File: config.mk
export PLATFORM = sky130hd
export DESIGN_NAME = res_com8
export DESIGN_NICKNAME = d
export VERILOG_FILES = /design/src/rtl/res_com8.sv
export SDC_FILE = /design/constraint.sdc
export NUM_CORES = 1
export LEC_CHECK = 0
export BUFFER_PORTS_ARGS = -buffer_cell sky130_fd_sc_hd__buf_4
export CORE_MARGIN = 3
export CORE_UTILIZATION = 40
export DETAILED_ROUTE_END_ITERATION = 12
export GPL_TIMING_DRIVEN = 0
export PLACE_DENSITY = 0.68
export SYNTH_ARGS = -nofsm -noshare
export SYNTH_HDL_FRONTEND = slang
export SYNTH_SLANG_ARGS = --single-unit
File: constraint.sdc
create_clock -name clk -period 3.8 [get_ports clk]
set_clock_uncertainty 0.2 [all_clocks]
set_input_delay 0.38 -clock clk [delete_from_list [all_inputs] [get_ports clk]]
set_output_delay 0.38 -clock clk [all_outputs]
set_load 0.01 [all_outputs]
File: src/rtl/res_com8.sv
// res_com8: bit-serial subtractor that recovers operand A = C - B from the
// (W+1)-bit sum C produced by Sum_com8 and the known operand B.
// One difference bit is produced per clock, LSB first. The result is flagged
// invalid when C < B (final borrow) or when the difference needs bit W.
// Handshake: start is accepted in IDLE only; busy marks the W+1 shift steps;
// done pulses for one cycle when A/err are updated.

module res_com8 #(
  parameter int unsigned W = 8
) (
  input  logic         clk,
  input  logic         rst_n,
  input  logic         start,
  input  logic [W:0]   C,
  input  logic [W-1:0] B,
  output logic [W-1:0] A,
  output logic         err,
  output logic         busy,
  output logic         done
);

  // Step counter must hold values 0..W inclusive.
  localparam int unsigned CW = $clog2(W + 1);
  localparam logic [CW-1:0] CNT_LAST = CW'(W);
  localparam logic [CW-1:0] CNT_ONE  = CW'(1);

  typedef enum logic [1:0] {
    ST_IDLE  = 2'd0,
    ST_SHIFT = 2'd1,
    ST_DONE  = 2'd2
  } state_t;

  // One-bit full subtractor: returns {borrow_out, difference}.
  function automatic logic [1:0] full_sub(
    input logic x,
    input logic y,
    input logic bin
  );
    logic d;
    logic bout;
    d    = x ^ y ^ bin;
    bout = (~x & y) | (~x & bin) | (y & bin);
    return {bout, d};
  endfunction

  state_t         state_q, state_d;
  logic [W:0]     cr_q, cr_d;     // minuend shift register
  logic [W:0]     br_q, br_d;     // zero-extended subtrahend shift register
  logic           bor_q, bor_d;   // running borrow
  logic [CW-1:0]  cnt_q, cnt_d;   // completed-step counter
  logic [W:0]     res_q, res_d;   // difference assembled MSB-side first
  logic [W-1:0]   a_q, a_d;
  logic           err_q, err_d;
  logic           busy_q, busy_d;
  logic           done_q, done_d;

  logic [1:0]     fs_s;           // current step {borrow_out, diff_bit}
  logic [W:0]     res_next_s;     // difference after the current step

  // Arithmetic for the current step, computed from the LSBs of the shifters.
  always_comb begin
    fs_s       = full_sub(cr_q[0], br_q[0], bor_q);
    res_next_s = {fs_s[0], res_q[W:1]};
  end

  // Next-state and datapath update; outputs flags follow the next state so
  // busy/done leave registers aligned with the state they describe.
  always_comb begin
    state_d = state_q;
    cr_d    = cr_q;
    br_d    = br_q;
    bor_d   = bor_q;
    cnt_d   = cnt_q;
    res_d   = res_q;
    a_d     = a_q;
    err_d   = err_q;

    case (state_q)
      ST_IDLE: begin
        if (start) begin
          state_d = ST_SHIFT;
          cr_d    = C;
          br_d    = {1'b0, B};
          bor_d   = 1'b0;
          cnt_d   = '0;
          res_d   = '0;
        end else begin
          state_d = ST_IDLE;
        end
      end

      ST_SHIFT: begin
        bor_d = fs_s[1];
        res_d = res_next_s;
        cr_d  = {1'b0, cr_q[W:1]};
        br_d  = {1'b0, br_q[W:1]};
        cnt_d = cnt_q + CNT_ONE;
        if (cnt_q == CNT_LAST) begin
          // Last step: publish the low W bits; bit W or a final borrow
          // means the difference is not a valid W-bit adder operand.
          state_d = ST_DONE;
          a_d     = res_next_s[W-1:0];
          err_d   = fs_s[1] | res_next_s[W];
        end else begin
          state_d = ST_SHIFT;
        end
      end

      ST_DONE: begin
        state_d = ST_IDLE;
      end

      default: begin
        state_d = ST_IDLE;
      end
    endcase

    busy_d = (state_d == ST_SHIFT);
    done_d = (state_d == ST_DONE);
  end

  // State, datapath and output registers with asynchronous clear.
  always_ff @(posedge clk or negedge rst_n) begin
    if (!rst_n) begin
      state_q <= ST_IDLE;
      cr_q    <= '0;
      br_q    <= '0;
      bor_q   <= 1'b0;
      cnt_q   <= '0;
      res_q   <= '0;
      a_q     <= '0;
      err_q   <= 1'b0;
      busy_q  <= 1'b0;
      done_q  <= 1'b0;
    end else begin
      state_q <= state_d;
      cr_q    <= cr_d;
      br_q    <= br_d;
      bor_q   <= bor_d;
      cnt_q   <= cnt_d;
      res_q   <= res_d;
      a_q     <= a_d;
      err_q   <= err_d;
      busy_q  <= busy_d;
      done_q  <= done_d;
    end
  end

  assign A    = a_q;
  assign err  = err_q;
  assign busy = busy_q;
  assign done = done_q;

endmodule

## Word level (Yosys, flattened, before mapping)

Index checks and enable logic that the tools add are counted.

| word-level totals | value |
|---|---|
| register bits after elaboration | 45 |
| word-level logic and storage cells | 42 |

| cells by class | value |
|---|---|
| eq/ne operators | 5 |
| bitwise logic cells | 9 |
| mux-type cells | 13 |
| reductions and logical operators | 4 |
| $add $sub $neg | 1 |

Operator list:

| cell | number |
|---|---|
| $pmux W9 S2 | 3 |
| $mux W9 | 3 |
| $pmux W4 S2 | 1 |
| $add A4 B1 Y4 const B | 1 |
| $eq A2 B1 Y1 const B | 2 |
| $eq A4 B4 Y1 const B | 1 |
| $mux W4 | 1 |
| $pmux W2 S2 | 1 |
| $reduce_and A2 Y1 | 2 |
| $and A1 B1 Y1 | 3 |
| $or A1 B1 Y1 | 3 |
| $eq A2 B2 Y1 const B | 1 |
| $logic_not A2 Y1 | 1 |
| $mux W1 | 2 |
| $mux W2 | 1 |
| $ne A2 B2 Y1 const B | 1 |
| $pmux W1 S2 | 1 |
| $reduce_bool A2 Y1 | 1 |
| $xor A1 B1 Y1 | 2 |
| $not A1 Y1 | 1 |

## Depth between registers and ports, before layout

| depth | value |
|---|---|
| depth after elaboration | 5 |
| depth in mapped cells | 5 |

## Worst setup path before layout

Ideal clock, no wire load.

| timing path | value |
|---|---|
| path type | register to register |
| from | reg cnt_q[0] |
| to | reg a_q[0] (netlist: A[0]) |
| cell stages (with the launch flop) | 6 |
| path slack | 2.118 ns |
| required time | 3.475 ns |
| data arrival time | 1.357 ns |
| setup time | 0.125 ns |
| path buffers | 0 |
| cell sequence | dfrtp_1 -> inv_1 -> ha_1 -> nand2_1 -> nor3_4 -> mux2_2 |

| between the ends | value |
|---|---|
| longest elaborated chain between the ends | 2 |

Ends and longest elaborated chain:

| what | line | source |
|---|---|---|
| from (decl) | 50 | `logic [CW-1:0] cnt_q, cnt_d;` |
| from (signal assigned) | 140 | `cnt_q <= cnt_d;` |
| $eq A4 B4 Y1 | 98 | `if (cnt_q == CNT_LAST) begin` |
| $reduce_and A2 Y1 (no source line) | - |  |
| to (signal assigned) | 131 | `a_q <= '0;` |
| to (signal assigned) | 142 | `a_q <= a_d;` |
| to (decl) | 52 | `logic [W-1:0] a_q, a_d;` |

No other way between the ends.
A chain may end at the register's enable or synchronous reset.

## Final worst setup path

| timing path | value |
|---|---|
| from | reg cnt_q[0] |
| to | reg err_q (netlist: err) |

| between the ends | value |
|---|---|
| longest elaborated chain between the ends | 2 |

Ends and longest elaborated chain:

| what | line | source |
|---|---|---|
| $eq A4 B4 Y1 | 98 |  |
| $reduce_and A2 Y1 (no source line) | - |  |
| to (signal assigned) | 143 | `err_q <= err_d;` |
| to (decl) | 53 | `logic err_q, err_d;` |

No other way between the ends.

==> out/metrics.cfg <==
[global_route]
globalRouteOverflowTotal = 0
grt_max_degree = 44
antenna_found_initial = 0
grt_usage = 0.152
grt_pass1_wl_um = 6090
first_global_vias = 1290

[sta]
slew_viol_final = 0
max_slew.worst_pin.slew_ns = 0.639
maxSlewHeadroom = 0.573
setup_violations = 0
hold_viol_final = 0
finalCritPeriodShare = 0.499
min_period_ns = 1.90
fmax_ghz = 0.527
tns_ns = 0
rsz0062_at_grt = no

[drt]
drt-total-wl_um = 3470
vias = 1285
drc = 0
via_per_inst = 5.08
wl_per_cell_um = 13.7
antenna_left = 0
drt_iter0_drc = 141
first_pass_iters = 4

[cells_and_area]
antenna_cells = 0
finish.net_count = 225
regArea_mm2 = 0.00108
stdcell_count = 253
drive_above_1_share = 0.271
nFillCells = 380
multiInputGateArea_um2 = 637
area_growth_pct = 21.5

[cts]
worstSkewPairLatency_ns = 0.29
h-tree-depth = 2
cts_setup_buffers = 0
cts.sinks = 43
post_cts_resize_count = 0
cts_tree = built
cts.path.max_buffers = 2
ctsRootBufferMaster = clkbuf_8
clk_pin_slew_ns = 0.08
cts_buffers = 5

[worst_hold_path]
min-delay-start = C[8]
min_to = cr_q[8]$_DFFE_PN0P_
holdPathStages = 3
worst_hold_path_type = in2reg

[synthesis]
netlist_area_mm2 = 0.00176
seq_area_frac_synth = 0.611
avgSynthCellArea_um2 = 10.7
yosys_warnings = 0
synth.ff_latch_count = 43
synth_largest_area_cell = dfrtp_1
synth_fp_nets = 187
yosys.area.top_type_share = 0.611
ys_types = 27
syn_inst = 164
synth_area_leaders = dfrtp_1 (61%), nor2_1 (6.2%), mux2_2 (5.8%)

[place]
io_buffers = 30
placed_cells = 244
hpwl_um = 2370
gp_congestion = 0.740

[pwr]
p_per_area_mw_per_mm2 = 799
power.leakage_nw = 1.03
peakVddDrop_uv = 297

[floorplanning]
die_y_um = 72.4
die_area_mm2 = 0.00524
core_mm2 = 0.00412
io_pins = 31
rows = 23
dieWidth_um = 72.4
start_util = 0.428

[setup_path]
crit_fanout = 10
worstReg2RegEnd = err$_DFFE_PN0P_
rr_startpoint = cnt_q[0]$_DFFE_PN0P_
endpoint_kind = register
critical_path_class = reg2reg
rrSetupSlack_ns = 1.90
cp-start-kind = register
required_ns = 3.78
r2r_cells = 5
cp.arrival_ns = 1.88

[status]
status = completed

[run]
max_cap_viol_count = 0

## worst max-delay path: stages (launching register included)
cell	delay [ns]
dfrtp_1	0.41
inv_1	0.10
ha_1	0.15
nand2_1	0.11
nor3_4	0.43
mux2_2	0.39
## synthesized netlist by cell type
cell and instances:
o22ai_1 15, o21ai_0 3, nor2_1 29, nand3_1 11, nand2_1 26, buf_1 1, nand4_1 1, dfrtp_1 43
nand2b_4 1, o21ba_2 1, mux2_2 9, buf_2 6, ha_1 2, nor2b_1 1, nor3_1 1, o31ai_1 1
nor3b_1 1, mux2i_1 1, nand3b_1 1, or3b_2 1, xor2_1 1, inv_1 3, fa_1 1, nand2b_1 1
clkbuf_1 1, a31oi_1 1, nor3_4 1
## kinds of logic (layout without fill, tap and decap cells)
| logic type | count (synthesis) | count (layout) | share of synthesized area |
|---|---|---|---|
| buf+inv | 11 | 50 | 0.0277 |
| simple gates | 75 | 75 | 0.192 |
| fa+ha+maj | 3 | 3 | 0.0256 |
| mux | 10 | 10 | 0.0632 |
| compound gates | 21 | 21 | 0.0753 |
| flops | 43 | 43 | 0.611 |
| xor+xnor | 1 | 1 | 0.00497 |
## worst max-delay path by stage
stage	startpoint	to	slack (ns)	cells past startpoint
global placement	cnt_q[0]$_DFFE_PN0P_	A[0]$_DFFE_PN0P_	1.92	5
finish	cnt_q[0]$_DFFE_PN0P_	err$_DFFE_PN0P_	1.90	5
floorplan	cnt_q[0]$_DFFE_PN0P_	A[0]$_DFFE_PN0P_	2.12	5
global route	cnt_q[0]$_DFFE_PN0P_	A[1]$_DFFE_PN0P_	1.78	5
detailed placement	cnt_q[0]$_DFFE_PN0P_	err$_DFFE_PN0P_	1.91	5
CTS	cnt_q[0]$_DFFE_PN0P_	err$_DFFE_PN0P_	1.90	5
## routing by layer
| metal | GRT usage | part of all wire | wire length [µm] | vias to the layer above |
|---|---|---|---|---|
| li1 | - | - | - | 631 |
| met1 | 0.208 | 0.47 | 1630 | 623 |
| met2 | 0.226 | 0.46 | 1610 | 24 |
| met3 | 0.0457 | 0.047 | 162 | 7 |
| met4 | 0.0626 | 0.020 | 68 | 0 |
| met5 | 0 | 0 | 0 | - |
## registers in the layout, summed over array words and instances (netlist names), 2 cells and up
register and count:
cr_q 9, state_q 2, br_q 8, res_q 8, cnt_q 4, A 8
## placed cells by master, fill, tap and decap left out, types with 2 or more instances in the layout
cell type / n
ha_1: 2
clkbuf_1: 3
inv_1: 3
o22ai_1: 15
nand2_1: 26
dfrtp_1: 43
nor2_1: 29
mux2_2: 9
buf_4: 30
buf_2: 6
clkbuf_8: 5
nand3_1: 11
o21ai_0: 3
## metrics by stage
stage | setup WS [ns] | util | hold slack, ns | power [W] | cell area [µm²]
after global placement | 1.92 | 0.498 | 0.210 | 0.00143 | 2050
after CTS | 1.90 | 0.520 | 0.0741 | 0.00173 | 2140
after detailed placement | 1.91 | 0.498 | 0.202 | 0.00145 | 2050
after global routing | 1.78 | 0.520 | 0.0845 | 0.00186 | 2140
final | 1.90 | 0.520 | 0.0850 | 0.00171 | 2140
after floorplan | 2.12 | - | -0.116 | 0.00122 | 1760
## power by group
part / internal, W / leakage, nW / switching (W)
Sequential: 0.000661 / 0.525 / 0.000127
Combinational: 0.000302 / 0.467 / 0.000342
Clock: 0.000129 / 0.0422 / 0.000149
## what timing repair did
| action | 4_1_cts | 5_1_grt |
|---|---|---|
| hold endpoints to repair | 43 | 0 |
| endpoints found under the setup margin | 0 | 0 |
| hold buffers | 1 | 0 |
## final cells by class
| type | instances | area share |
|---|---|---|
| multi-input cells | 110 | 0.297 |
| clock buffers | 7 | 0.0357 |
| plain buffers | 8 | 0.0175 |
| inverters | 3 | 0.00526 |
| clock inverters | 1 | 0.00234 |
| flip-flops and latches | 43 | 0.503 |
| repair buffers | 31 | 0.110 |
| well taps | 50 | 0.0292 |
(Power assumes the default switching activity.)
